File: config.mk
export PLATFORM = sky130hd
export DESIGN_NAME = measurement_sequencer
export DESIGN_NICKNAME = d
export VERILOG_FILES = /design/src/rtl/measurement_sequencer_pkg.sv /design/src/rtl/sequencer_timer.sv /design/src/rtl/measurement_sequencer.sv
export SDC_FILE = /design/constraint.sdc
export NUM_CORES = 1
export LEC_CHECK = 0
export BUFFER_PORTS_ARGS = -buffer_cell sky130_fd_sc_hd__buf_2
export CORE_ASPECT_RATIO = 1.1
export CORE_MARGIN = 1
export CORE_UTILIZATION = 62
export CTS_BUF_LIST = sky130_fd_sc_hd__clkbuf_16
export CTS_CLUSTER_DIAMETER = 120
export CTS_CLUSTER_SIZE = 8
export DETAILED_ROUTE_END_ITERATION = 16
export PLACE_DENSITY = 0.95
export SKIP_LAST_GASP = 1
export SYNTH_ARGS = -nofsm -noshare
export SYNTH_HDL_FRONTEND = slang
export SYNTH_SLANG_ARGS = --single-unit
File: constraint.sdc
create_clock -name clk -period 3.5 [get_ports clk]
set_clock_uncertainty 0.15 [all_clocks]
set_input_delay 0.35 -clock clk [delete_from_list [all_inputs] [get_ports clk]]
set_output_delay 0.35 -clock clk [all_outputs]
set_load 0.01 [all_outputs]
File: src/rtl/measurement_sequencer_pkg.sv
// measurement_sequencer_pkg: state encoding, parameter legal ranges and timer sizing shared by the sequencer
package measurement_sequencer_pkg;
  typedef enum logic [2:0] {IDLE, SETTLE, SAMPLE, CONVERT, DONE} state_t;
  localparam int MIN_SETTLE_CYCLES = 1;
  localparam int MIN_CONV_TIMEOUT = 1;
  localparam int MAX_LOG2_SAMPLES = 4;
  function automatic int timer_width(input int a, input int b);
    return $clog2((a > b ? a : b) + 1);
  endfunction
endpackage

File: src/rtl/sequencer_timer.sv
// sequencer_timer: loadable saturating down-counter; ports clk, rst_n, load, value in, zero out (count==0)
module sequencer_timer #(
  parameter int WIDTH = 8
) (
  input  logic             clk,
  input  logic             rst_n,
  input  logic             load,
  input  logic [WIDTH-1:0] value,
  output logic             zero
);
  logic [WIDTH-1:0] count;
  always_ff @(posedge clk or negedge rst_n)
    if (!rst_n) count <= '0;
    else count <= load ? value : (count == '0 ? count : count - 1'b1);
  assign zero = count == '0;
endmodule

File: src/rtl/measurement_sequencer.sv
// measurement_sequencer: settle/sample/convert/average sequencer; ins clk rst_n start abort cfg adc_*; outs busy result* timeout_err sens_*/adc_* controls
module measurement_sequencer
  import measurement_sequencer_pkg::*;
#(
  parameter int SETTLE_CYCLES = 64,
  parameter int CONV_TIMEOUT  = 1024,
  parameter int LOG2_SAMPLES  = 2
) (
  input  logic        clk,
  input  logic        rst_n,
  input  logic        start,
  input  logic        abort,
  input  logic [2:0]  cfg,
  input  logic        adc_conversion_complete,
  input  logic [15:0] adc_value,
  output logic        busy,
  output logic        result_valid,
  output logic [15:0] result,
  output logic        timeout_err,
  output logic [2:0]  sens_config,
  output logic        sens_enable,
  output logic        sens_read,
  output logic        adc_enable,
  output logic        adc_read
);
  localparam int TW = timer_width(SETTLE_CYCLES, CONV_TIMEOUT);
  localparam int AW = 16 + LOG2_SAMPLES;
  localparam logic [TW-1:0] SETTLE_LOAD = TW'(SETTLE_CYCLES - 1);
  localparam logic [TW-1:0] CONV_LOAD = TW'(CONV_TIMEOUT - 1);
  localparam logic [LOG2_SAMPLES:0] LAST = (LOG2_SAMPLES + 1)'((1 << LOG2_SAMPLES) - 1);
  if (SETTLE_CYCLES < MIN_SETTLE_CYCLES) begin : g_bad_settle
    $error("SETTLE_CYCLES must be >= 1");
  end
  if (CONV_TIMEOUT < MIN_CONV_TIMEOUT) begin : g_bad_timeout
    $error("CONV_TIMEOUT must be >= 1");
  end
  if (LOG2_SAMPLES < 0 || LOG2_SAMPLES > MAX_LOG2_SAMPLES) begin : g_bad_log2
    $error("LOG2_SAMPLES must be in 0..4");
  end
  state_t state;
  logic [AW-1:0] acc;
  logic [AW-1:0] sum;
  logic [LOG2_SAMPLES:0] cnt;
  logic accept;
  logic load;
  logic [TW-1:0] load_value;
  logic timer_zero;
  assign accept = state == IDLE && start && !abort;
  assign load = accept || state == SAMPLE;
  assign load_value = state == SAMPLE ? CONV_LOAD : SETTLE_LOAD;
  assign sum = acc + AW'(adc_value);
  sequencer_timer #(.WIDTH(TW)) u_timer (
    .clk  (clk),
    .rst_n(rst_n),
    .load (load),
    .value(load_value),
    .zero (timer_zero)
  );
  always_ff @(posedge clk or negedge rst_n)
    if (!rst_n) begin
      state <= IDLE;
      acc <= '0;
      cnt <= '0;
      busy <= 1'b0;
      result_valid <= 1'b0;
      result <= 16'h0000;
      timeout_err <= 1'b0;
      sens_config <= 3'b000;
      sens_enable <= 1'b0;
      sens_read <= 1'b0;
      adc_enable <= 1'b0;
      adc_read <= 1'b0;
    end else begin
      result_valid <= 1'b0;
      sens_read <= 1'b0;
      adc_read <= 1'b0;
      if (abort && state != IDLE) begin
        state <= IDLE;
        busy <= 1'b0;
        sens_enable <= 1'b0;
        adc_enable <= 1'b0;
      end else begin
        case (state)
          IDLE:
            if (accept) begin
              state <= SETTLE;
              sens_config <= cfg;
              sens_enable <= 1'b1;
              adc_enable <= 1'b1;
              busy <= 1'b1;
              timeout_err <= 1'b0;
              acc <= '0;
              cnt <= '0;
            end
          SETTLE:
            if (timer_zero) begin
              state <= SAMPLE;
              sens_read <= 1'b1;
              adc_read <= 1'b1;
            end
          SAMPLE: state <= CONVERT;
          CONVERT:
            if (adc_conversion_complete) begin
              acc <= sum;
              cnt <= cnt + 1'b1;
              if (cnt == LAST) begin
                state <= DONE;
                result <= 16'(sum >> LOG2_SAMPLES);
                result_valid <= 1'b1;
              end else begin
                state <= SAMPLE;
                sens_read <= 1'b1;
                adc_read <= 1'b1;
              end
            end else if (timer_zero) begin
              state <= IDLE;
              timeout_err <= 1'b1;
              busy <= 1'b0;
              sens_enable <= 1'b0;
              adc_enable <= 1'b0;
            end
          DONE: begin
            state <= IDLE;
            busy <= 1'b0;
            sens_enable <= 1'b0;
            adc_enable <= 1'b0;
          end
          default: state <= IDLE;
        endcase
      end
    end
endmodule

==> results.md, run 1 <==
- Layout area overhead: 17.1%
- RSZ-0062 raised after global routing: false
- Final min period: roughly 2.7 ns
- Layout fillers: 313
- HPWL Detailed: 5110 µm
- Global router's overall resource usage: between 20% and 30%
- Least-Margin Pin Slew: 0.831 ns
- Crit path DAT: 2.75 ns
- Initial core utilization: 65.7%
- Total number of vias: 2,925
- Clock H-tree levels: 3
- Die span in x: 72.1 µm
- Hold Path Class: in -> reg
- Final worst slack: 0.850 ns
- # DRC: 0
- EDFF count, synth: 0
- Max-cap viol count: 0
- Max clock buf depth: 2
- GR Util met2: 51.0%
- Fmax achieved: 0.377 GHz
- Worst relative slew slack: 44.5%
- Core ar.: 0.00510 mm²
- Initial antenna violation count: 0
- Remaining Overflow, GRT: 0
- Routed vias/inst: 6.26
- Post-DP Area: 0.00363 mm²
- DR iter-0 viols: 190
- Outcome: completed
- Cts repair resizes: 0
- Vias in the first global route: roughly 2,900
- VDD IR max: 361 µV
- Pwr/cell area: 451 mW/mm²
- Antenna Nets Post-Route: 0
- Clk sinks: 58
- First-pass GRT wire length: 13,300 µm
- CTS Root Cell: clkbuf_16
- Worst Path Required: about 3.6 ns
- Register bit total from synthesis: 58
- Mapped Cells: 341
- Routability cong.: 0.865
- Period utilization: 75.7%
- Port bufs: 49
- Critical setup path kind: reg -> reg
- Pin count of the biggest net entering global routing: 39
- Leak: 0.00197 µW
- 1st-pass router iterations: 4
- Ports: 50
- Endpoints failing setup: 0
- Antenna cells: 0
- Die area: 0.00571 mm²
- Synth Flop Type: dfrtp_1
- Layout cells sized above 1: between 20% and 30%
- Clock latency on the worst-skew pair: 0.33 ns
- Register area share after synthesis: 43.3%
- Die height: 79.1 µm
- Setup TNS: 0 ns
- Crit-path max FO: 5
- Met3 global-route usage: under 10%
- Setup WS pre-CTS: 0.912 ns
- Fin. max-slew vios: 0
- Syn Area/Cell: 9.83 µm²
- CTS buffer count: 9
- Row Count: 27
- Post-synth cell types: 63
- CTS clock-pin slew for the worst setup and hold paths: 0.05 ns
- CP Launch Type: register
- Share of flip-flops with an asynchronous set or reset: 100%
- Final wirelength: 7700 µm
- Final total power: 1770 µW
- Mapped cell area: 0.00335 mm²
- Final hold vios: 0
- CTS tree: built
- Setup Fix Bufs, Post-CTS: 0
- Synth Net Count: 386
- Ys Warns: 0
- Final net count: 435
- Met1 usage: 36.8%
- Finished Cell Area: 0.00393 mm²
- Crit end category: register
- WL per Instance: 16.5 µm
- Busiest grt layer: met2
-- cells in the final DEF, fill, tap and decap left out, types with 3 or more instances in the layout --
master,Yosys,final
a21oi_1,18,18
a21oi_2,3,3
a22o_1,14,14
and2_1,3,3
buf_2,2,49
clkbuf_16,0,9
clkinv_2,0,3
dfrtp_1,58,58
ha_1,20,20
inv_1,10,10
mux2_2,7,7
nand2_1,51,51
nand3_1,11,11
nand4_1,5,5
nor2_1,18,18
nor2b_1,3,3
nor3_1,3,3
nor3b_1,3,3
o21ai_0,12,12
o21ai_1,12,12
o21bai_1,4,4
o31ai_1,3,3
or3_1,4,4
xnor2_1,13,13
xor2_1,6,6
-- report_power, final --
group          total (µW)  switching (µW)  internal [µW]
Sequential            734            27.7            707
Combinational         196             121           75.3
Clock                 839             299            541
-- sequential cells by signal (all words and copies together), names as in the netlist --
signal	count
acc	18
u_timer.count	11
state	3
sens_config	3
adc_read	1
result	16
timeout_err	1
cnt	3
result_valid	1
adc_enable	1
-- cells by family after synthesis --
kind of cell / count (synthesis) / share of synthesized area, %
mux: 10 / 3.32
simple gates: 118 / 18.2
compound gates: 90 / 18.7
buf+inv: 25 / 3.51
fa+ha+maj: 21 / 8.06
xor+xnor: 19 / 4.96
flops: 58 / 43.3
-- metal layers --
| metal | vias to the layer above | part of all wire (%) |
|---|---|---|
| met3 | 28 | 5.8 |
| met1 | 1421 | 42 |
| met5 | - | 0 |
| met2 | 140 | 50 |
| met4 | 0 | 2.7 |
| li1 | 1336 | - |
-- final timing paths --
path,depth (start not counted),end,slack [ns],startpoint
min reg2reg,2,result[4],0.33,result[4]
max,7,result[12],0.85,acc[0]
min,2,sens_config[0],0.10,cfg[0]
min in group asynchronous,2,state[0],0.49,rst_n
max in group asynchronous,3,acc[15],1.93,rst_n
max reg2reg,7,result[12],0.85,acc[0]
-- worst max-delay path, cell delays in order (launching register included) --
cell and delay, ns:
dfrtp_1 0.39, ha_1 0.22, fa_1 0.41, a21oi_1 0.38, o221ai_2 0.21, a22oi_2 0.28
mux2_2 0.39, o22ai_1 0.14
-- what timing repair did --
| item | CTS | global route |
|---|---|---|
| hold endpoints to repair | 37 | 0 |
| setup endpoints to repair | 0 | 0 |
| hold buffers | 1 | 0 |
-- cells in the mapped netlist, drive strengths merged (2+ instances only) --
master | instances | area [µm²]
dfrtp | 58 | 1450
nand2 | 53 | 218
o21ai | 24 | 120
a21oi | 21 | 116
ha | 20 | 250
nor2 | 18 | 67.6
a22o | 14 | 123
xnor2 | 13 | 114
inv | 11 | 43.8
nand3 | 11 | 55.1
mux2 | 9 | 101
clkbuf | 8 | 30.0
buf | 6 | 43.8
xor2 | 6 | 52.6
nand4 | 5 | 31.3
or3 | 5 | 36.3
o21bai | 4 | 30.0
a22oi | 3 | 27.5
and2 | 3 | 18.8
nor2b | 3 | 18.8
nor3 | 3 | 15.0
nor3b | 3 | 22.5
o221ai | 3 | 32.5
o31ai | 3 | 22.5
or2 | 3 | 18.8
a21o | 2 | 15.0
a31o | 2 | 17.5
a31oi | 2 | 12.5
and3 | 2 | 12.5
nor4 | 2 | 27.5
o211ai | 2 | 20.0
o21a | 2 | 15.0
-- metrics by stage --
| step | utilization, % | hold slack [ns] | instances |
|---|---|---|---|
| after detailed placement | 71.2 | 0.308 | 450 |
| after CTS | 76.9 | 0.102 | 467 |
| after global routing | 76.9 | 0.103 | 467 |
| after global placement | 71.2 | 0.297 | 450 |
| after floorplan | - | -0.0956 | 341 |
| final | 76.9 | 0.103 | 467 |
-- area by class of cell --
class	instances	area (µm²)	area share (%)
clock buffers	9	225	5.74
well taps	72	90.1	2.30
multi-input cells	258	1780	45.5
flip-flops and latches	58	1450	37.0
inverters	11	43.8	1.12
clock inverters	7	60.1	1.53
repair buffers	52	270	6.89
No activity file was read; power rests on OpenSTA's default activity.
==> inputs of run 2 (changes only) <==
--- a/config.mk
+++ b/config.mk
@@ -8,12 +8,12 @@
 export BUFFER_PORTS_ARGS = -buffer_cell sky130_fd_sc_hd__buf_2
 export CORE_ASPECT_RATIO = 1.1
 export CORE_MARGIN = 1
-export CORE_UTILIZATION = 62
+export CORE_UTILIZATION = 52
 export CTS_BUF_LIST = sky130_fd_sc_hd__clkbuf_16
 export CTS_CLUSTER_DIAMETER = 120
 export CTS_CLUSTER_SIZE = 8
 export DETAILED_ROUTE_END_ITERATION = 16
-export PLACE_DENSITY = 0.95
+export PLACE_DENSITY = 0.87
 export SKIP_LAST_GASP = 1
 export SYNTH_ARGS = -nofsm -noshare
 export SYNTH_HDL_FRONTEND = slang
==> constraint.sdc (replaced) <==
create_clock -name clk -period 2.3 [get_ports clk]
set_clock_uncertainty 0.15 [all_clocks]
set_input_delay 0.23 -clock clk [delete_from_list [all_inputs] [get_ports clk]]
set_output_delay 0.23 -clock clk [all_outputs]
set_load 0.01 [all_outputs]
==> results.md, run 2 (synthesized netlist as in run 1, its figures left out) <==
- Outcome: finished with violations
- Failing checks: negative setup slack
- Remaining Overflow, GRT: 0 (unchanged)
- Final wirelength: 9430 µm (+22%)
- Vias in the first global route: 2,959 (+2.2%)
- CTS buffer count: 9 (unchanged)
- Endpoints failing setup: 4 (+4)
- Initial core utilization: 54.1% (-12 points)
- Layout Cells excl Fill: 504 (+7.9%)
- Die span in x: 78.6 µm (+8.9%)
- Final worst slack: -0.0995 ns (-0.949 ns)
- Commonest non-fill, non-tap cell in the layout: dfrtp_1
- CP Launch Type: register
- Antenna Nets Post-Route: 0 (unchanged)
- RSZ-0062 raised after global routing: true
- Routability cong.: 0.870 (+0.68%)
- Clk sinks: 58 (unchanged)
- Row Count: 30 (+11%)
- CTS clock-pin slew for the worst setup and hold paths: 0.05 ns (about the same)
- VDD IR max: 441 µV (+22%)
- Worst Hold Launch: start
- Critical Path, Cell by Cell: ha_2 > fa_2 > a21oi_4 > o221ai_4 > buf_4 > a31oi_1 > xnor2_1 > mux2_2
- CTS tree: built
- Worst relative slew slack: 63.7% (+19 points)
- Crit-path max FO: 3 (-2)
- Core ar.: 0.00619 mm² (+21%)
- Final net count: 464 (+6.7%)
- Worst hold stages: 3 (+1)
- Pwr/cell area: 646 mW/mm² (+43%)
- Number of flip-flops in the largest register: 18 (unchanged)
- Worst R2R Path Depth: 8 (+1)
- Initial antenna violation count: 0 (unchanged)
- Final total power: 2840 µW (+61%)
- Pin count of the biggest net entering global routing: 37 (-5.1%)
- Final min period: 2.40 ns (-0.251 ns)
- Period utilization: 104% (+29 points)
- Ports: 50 (unchanged)
- Max clock buf depth: 2 (unchanged)
- Antenna cells: 0 (unchanged)
- Die area: 0.00677 mm² (+19%)
- Setup TNS: -0.159 ns (-0.159 ns)
- Commonest non-fill, non-tap cells in the layout: dfrtp_1 (58), nand2_1 (50), buf_2 (49), buf_4 (27), nor2_1 (17)
- Largest regs: acc: 18 flops, result: 16 flops, u_timer.count: 11 flops
- Placed Cells: 477 (+6.0%)
- Slowest stage delay, CP: 0.38 ns (-0.03 ns)
- Layout area overhead: 31.3%
- Die height: 86.2 µm (+9.0%)
- First-pass GRT wire length: 13,600 µm (+2.6%)
- Hold Path Class: in -> reg
- Leak: 0.00212 µW (+7.7%)
- # DRC: 0 (unchanged)
- R2r setup slk: -0.1 ns (-0.95 ns)
- Least-Margin Pin Slew: 0.544 ns (-0.286 ns)
- Crit path DAT: 2.45 ns (-0.30 ns)
- Fmax achieved: 0.417 GHz (+10%)
- Total number of vias: 3,094 (+5.8%)
- WL per Instance: 18.7 µm (+13%)
- Port bufs: 49 (unchanged)
- Routed vias/inst: 6.14 (-2.0%)
- Clock latency on the worst-skew pair: 0.33 ns (about the same)
- 1st-pass router iterations: 7 (+3)
- DR iter-0 viols: 316 (+66%)
- Final hold vios: 0 (unchanged)
- Critical setup path kind: reg -> reg
- FF-to-FF End: result[10]
- Crit end category: register
- Max-cap viol count: 0 (unchanged)
- Hold Path Sink: state[0]
- Fin. max-slew vios: 0 (unchanged)
- Worst Path Required: 2.35 ns (-1.25 ns)
- Largest register by flop count: acc
- Clock H-tree levels: 3 (unchanged)
- Crit-path slowest cell: dfrtp_1
- Layout cells sized above 1: 30.9% (+8.9 points)
- Global router's overall resource usage: 26.2% (-3.7 points)
- CTS Root Cell: clkbuf_16
- HPWL Detailed: 5470 µm (+7.0%)
- Reg2reg start: acc[0]
[run 2: cell count changes in the layout (fill, tap and decap cells not counted), sizes merged]
cell and change:
bufinv +1, clkinv -1, dlygate4sd3 +3, buf +26
[run 2: worst max-delay path by stage]
stage / endpoint / slack (ns) / cells past startpoint / start
2_1_floorplan: result[12] / 0.06 / 7 / acc[0]
3_3_place_gp: result[12] / -0.009 / 7 / acc[0]
3_5_place_dp: result[12] / -0.06 / 7 / acc[0]
4_1_cts: result[12] / -0.03 / 7 / acc[0]
5_1_grt: result[10] / -0.15 / 8 / acc[0]
6_report: result[10] / -0.1 / 8 / acc[0]
[run 2: cell type report]
class	instances	area, µm²
Clock inverter	7	83.8
Sequential cell	58	1450
Tap cell	80	100
Multi-Input combinational cell	258	1990
Inverter	11	43.8
Clock buffer	9	225
Timing Repair Buffer	81	508
Fill cell	399	1790
[run 2: routing by layer]
layer / up-vias / GRT usage, % / part of all wire, %
met5: - / 0 / 0
met4: 0 / 16.3 / 5.2
met3: 53 / 5.05 / 5.6
met2: 154 / 43.4 / 50
met1: 1502 / 31.4 / 40
li1: 1385 / - / -
[run 2: timing repair]
item | in CTS | in global routing
hold buffers | 4 | 0
setup buffers | 2 | 6
cloned | 0 | 0
endpoints found under the hold margin | 25 | 0
pin swaps | 2 | 11
endpoints found under the setup margin | 6 | 20
gates resized for setup | 2 | 27
[run 2: stage by stage]
stage                     hold WS (ns)  setup WS [ns]  cell area [µm²]  utilization (%)
after floorplan                 -0.216         0.0632             3360                -
after global routing            0.0809         -0.146             4400             71.1
after global placement          0.0843       -0.00878             3800             61.3
after detailed placement        0.0865        -0.0594             3800             61.3
after CTS                       0.0712        -0.0251             4170             67.3
final                           0.0772        -0.0995             4400             71.1
[run 2: power breakdown]
group	total (µW)	internal [µW]	switching [µW]
clock network	1390	933	455
logic	342	143	199
registers	1110	1080	38.2
total	2840	2150	692
[run 2: critical path: cells and delay by family (launching register included)]
family	cells	cell delay, ns
fa+ha+maj	2	0.57
flops	1	0.38
buf+inv	1	0.17
xor+xnor	1	0.15
compound gates	3	0.57
mux	1	0.29
==> inputs of run 3 (changes only) <==
--- a/config.mk
+++ b/config.mk
@@ -13,8 +13,10 @@
 export CTS_CLUSTER_DIAMETER = 120
 export CTS_CLUSTER_SIZE = 8
 export DETAILED_ROUTE_END_ITERATION = 16
-export PLACE_DENSITY = 0.87
+export PLACE_DENSITY = 0.79
+export SETUP_SLACK_MARGIN = 0.05
 export SKIP_LAST_GASP = 1
+export SLEW_MARGIN = 0
 export SYNTH_ARGS = -nofsm -noshare
 export SYNTH_HDL_FRONTEND = slang
 export SYNTH_SLANG_ARGS = --single-unit
==> results.md, run 3 (synthesized netlist as in run 1, its figures left out) <==
- Total number of vias: 3,022 (-2.3%)
- Hold Path Class: in -> reg
- Finished Cell Area: 0.00436 mm² (-0.99%)
- CTS clock-pin slew for the worst setup and hold paths: 0.05 ns (about the same)
- Post-DP Area: 0.00377 mm² (-0.79%)
- Top layer in use: met4
- CTS Root Cell: clkbuf_16
- Row Count: 30 (unchanged)
- Crit end category: register
- Met2 wire len: 4380 µm (-6.3%)
- Ports: 50 (unchanged)
- Initial core utilization: 54.1% (unchanged)
- Routability cong.: 0.882 (+1.4%)
- Core ar.: 0.00619 mm² (unchanged)
- Largest regs: acc: 18 flops, result: 16 flops, u_timer.count: 11 flops
- Routed vias/inst: 6.07 (-1.2%)
- Max clock buf depth: 2 (unchanged)
- Critical setup path kind: reg -> reg
- Endpoints failing setup: 0 (-4)
- RSZ-0062 raised after global routing: true
- Die area: 0.00677 mm² (unchanged)
- Layout cells sized above 1: 31.6% (+0.68 points)
- Vias in the first global route: 2,867 (-3.1%)
- Outcome: completed
- Final min period: 2.30 ns (-0.100 ns)
- # DRC: 0 (unchanged)
- Met3 routed WL: 559 µm (+6.5%)
- Global router's overall resource usage: 26.3% (+0.15 points)
- CTS tree: built
- Clock latency on the worst-skew pair: 0.33 ns (about the same)
- R2r setup slk: 0.0009 ns (+0.10 ns)
- CTS buffer count: 9 (unchanged)
- Commonest non-fill, non-tap cells in the layout: dfrtp_1 (58), nand2_1 (51), buf_2 (49), buf_4 (22), nor2_1 (17)
- Commonest non-fill, non-tap cell in the layout: dfrtp_1
- CP Launch Type: register
- Leak: 0.00210 µW (-0.65%)
- Final hold vios: 0 (unchanged)
- Period utilization: 100% (-4.4 points)
- Clock H-tree levels: 3 (unchanged)
- Worst Path Required: 2.40 ns (+0.05 ns)
- Layout area overhead: 30.0%
- Crit-path slowest cell: fa_2
- FF+latch area: 0.00145 mm² (unchanged)
- Antenna Nets Post-Route: 0 (unchanged)
- Final net count: 458 (-1.3%)
- Clk sinks: 58 (unchanged)
- Final wirelength: 8770 µm (-7.0%)
- Slowest stage delay, CP: 0.42 ns (+0.04 ns)
- Antenna cells: 0 (unchanged)
- Largest register by flop count: acc
- Worst R2R Path Depth: 7 (-1)
- Die span in x: 78.6 µm (unchanged)
- Met1 Wirelength: 3580 µm (-4.4%)
- Worst hold stages: 2 (-1)
- Pin count of the biggest net entering global routing: 36 (-2.7%)
- Crit-path max FO: 3 (unchanged)
- Number of flip-flops in the largest register: 18 (unchanged)
- Fmax achieved: 0.435 GHz (+4.4%)
- HPWL Detailed: 5380 µm (-1.5%)
- Pwr/cell area: 629 mW/mm² (-2.6%)
- VDD IR max: 556 µV (+26%)
- Layout fillers: 424 (+6.3%)
- Crit path DAT: 2.40 ns (-0.05 ns)
- Critical Path, Cell by Cell: ha_4 > fa_2 > a21oi_4 > o221ai_4 > a22oi_2 > mux2_4 > o22ai_2
- 1st-pass router iterations: 4 (-3)
- DR iter-0 viols: 213 (-33%)
- Area of the multi-input gates: 0.00202 mm² (+1.3%)
- Least-Margin Pin Slew: 0.593 ns (+0.0488 ns)
- Max-cap viol count: 0 (unchanged)
- Worst relative slew slack: 60.5% (-3.3 points)
- Initial antenna violation count: 0 (unchanged)
- Remaining Overflow, GRT: 0 (unchanged)
- Die height: 86.2 µm (unchanged)
- First-pass GRT wire length: 13,600 µm (-0.30%)
- WL per Instance: 17.6 µm (-5.8%)
- Port bufs: 49 (unchanged)
- Setup TNS: 0 ns (+0.159 ns)
- Fin. max-slew vios: 0 (unchanged)
run 3: cell count changes in the layout (fill, tap and decap cells not counted), sizes merged:
cell         previous run  this run
dlygate4sd3             4         3
bufinv                  2         1
buf                    77        72
inv                    11        12
run 3: cell type report:
cell class	instances	area share [%]
Multi-Input combinational cell	258	46.3
Sequential cell	58	33.3
Timing Repair Buffer	75	10.6
Clock buffer	9	5.16
Tap cell	80	2.30
Clock inverter	7	1.41
Inverter	11	1.00
run 3: path summary, 6_finish.rpt:
path                            from             end
min in group asynchronous      rst_n    result_valid
max in group asynchronous      rst_n     timeout_err
min                           cfg[0]  sens_config[0]
min reg2reg                result[6]       result[6]
max                           acc[0]      result[12]
max reg2reg                   acc[0]      result[12]
run 3: power breakdown:
part	switching [µW]	leakage [µW]	internal, µW
sequential	39.3	0.000779	1080
combinational	200	0.00118	137
clock	466	0.000146	824
run 3: what timing repair did:
item / 4_1_cts / 5_1_grt
buffers inserted: 2 / 4
endpoints found under the hold margin: 25 / 0
gates resized for setup: 12 / 22
hold buffers: 3 / 0
setup endpoints to repair: 13 / 21
pin swaps: 3 / 15
run 3: per-layer routing:
| metal | vias up | global-route usage, % |
|---|---|---|
| li1 | 1373 | - |
| met1 | 1483 | 33.8 |
| met2 | 140 | 43.5 |
| met3 | 26 | 4.74 |
| met4 | 0 | 12.0 |
| met5 | - | 0 |
run 3: stage by stage:
stage	hold slack (ns)	setup slack (ns)	cells	total power (µW)	utilization, %
2_1_floorplan	-0.216	0.0632	341	1320	-
3_3_place_gp	0.0932	0.0431	473	1420	60.8
3_5_place_dp	0.110	-0.0213	473	1430	60.8
4_1_cts	0.0102	0.0269	494	2740	67.3
5_1_grt	0.0214	-0.0879	498	2850	70.4
6_report	0.00967	0.000918	498	2740	70.4
run 3: worst max-delay path: cells and delay by family, from the launching register on:
family,cells,cell delay [ns]
fa+ha+maj,2,0.61
compound gates,4,0.69
mux,1,0.35
flops,1,0.41
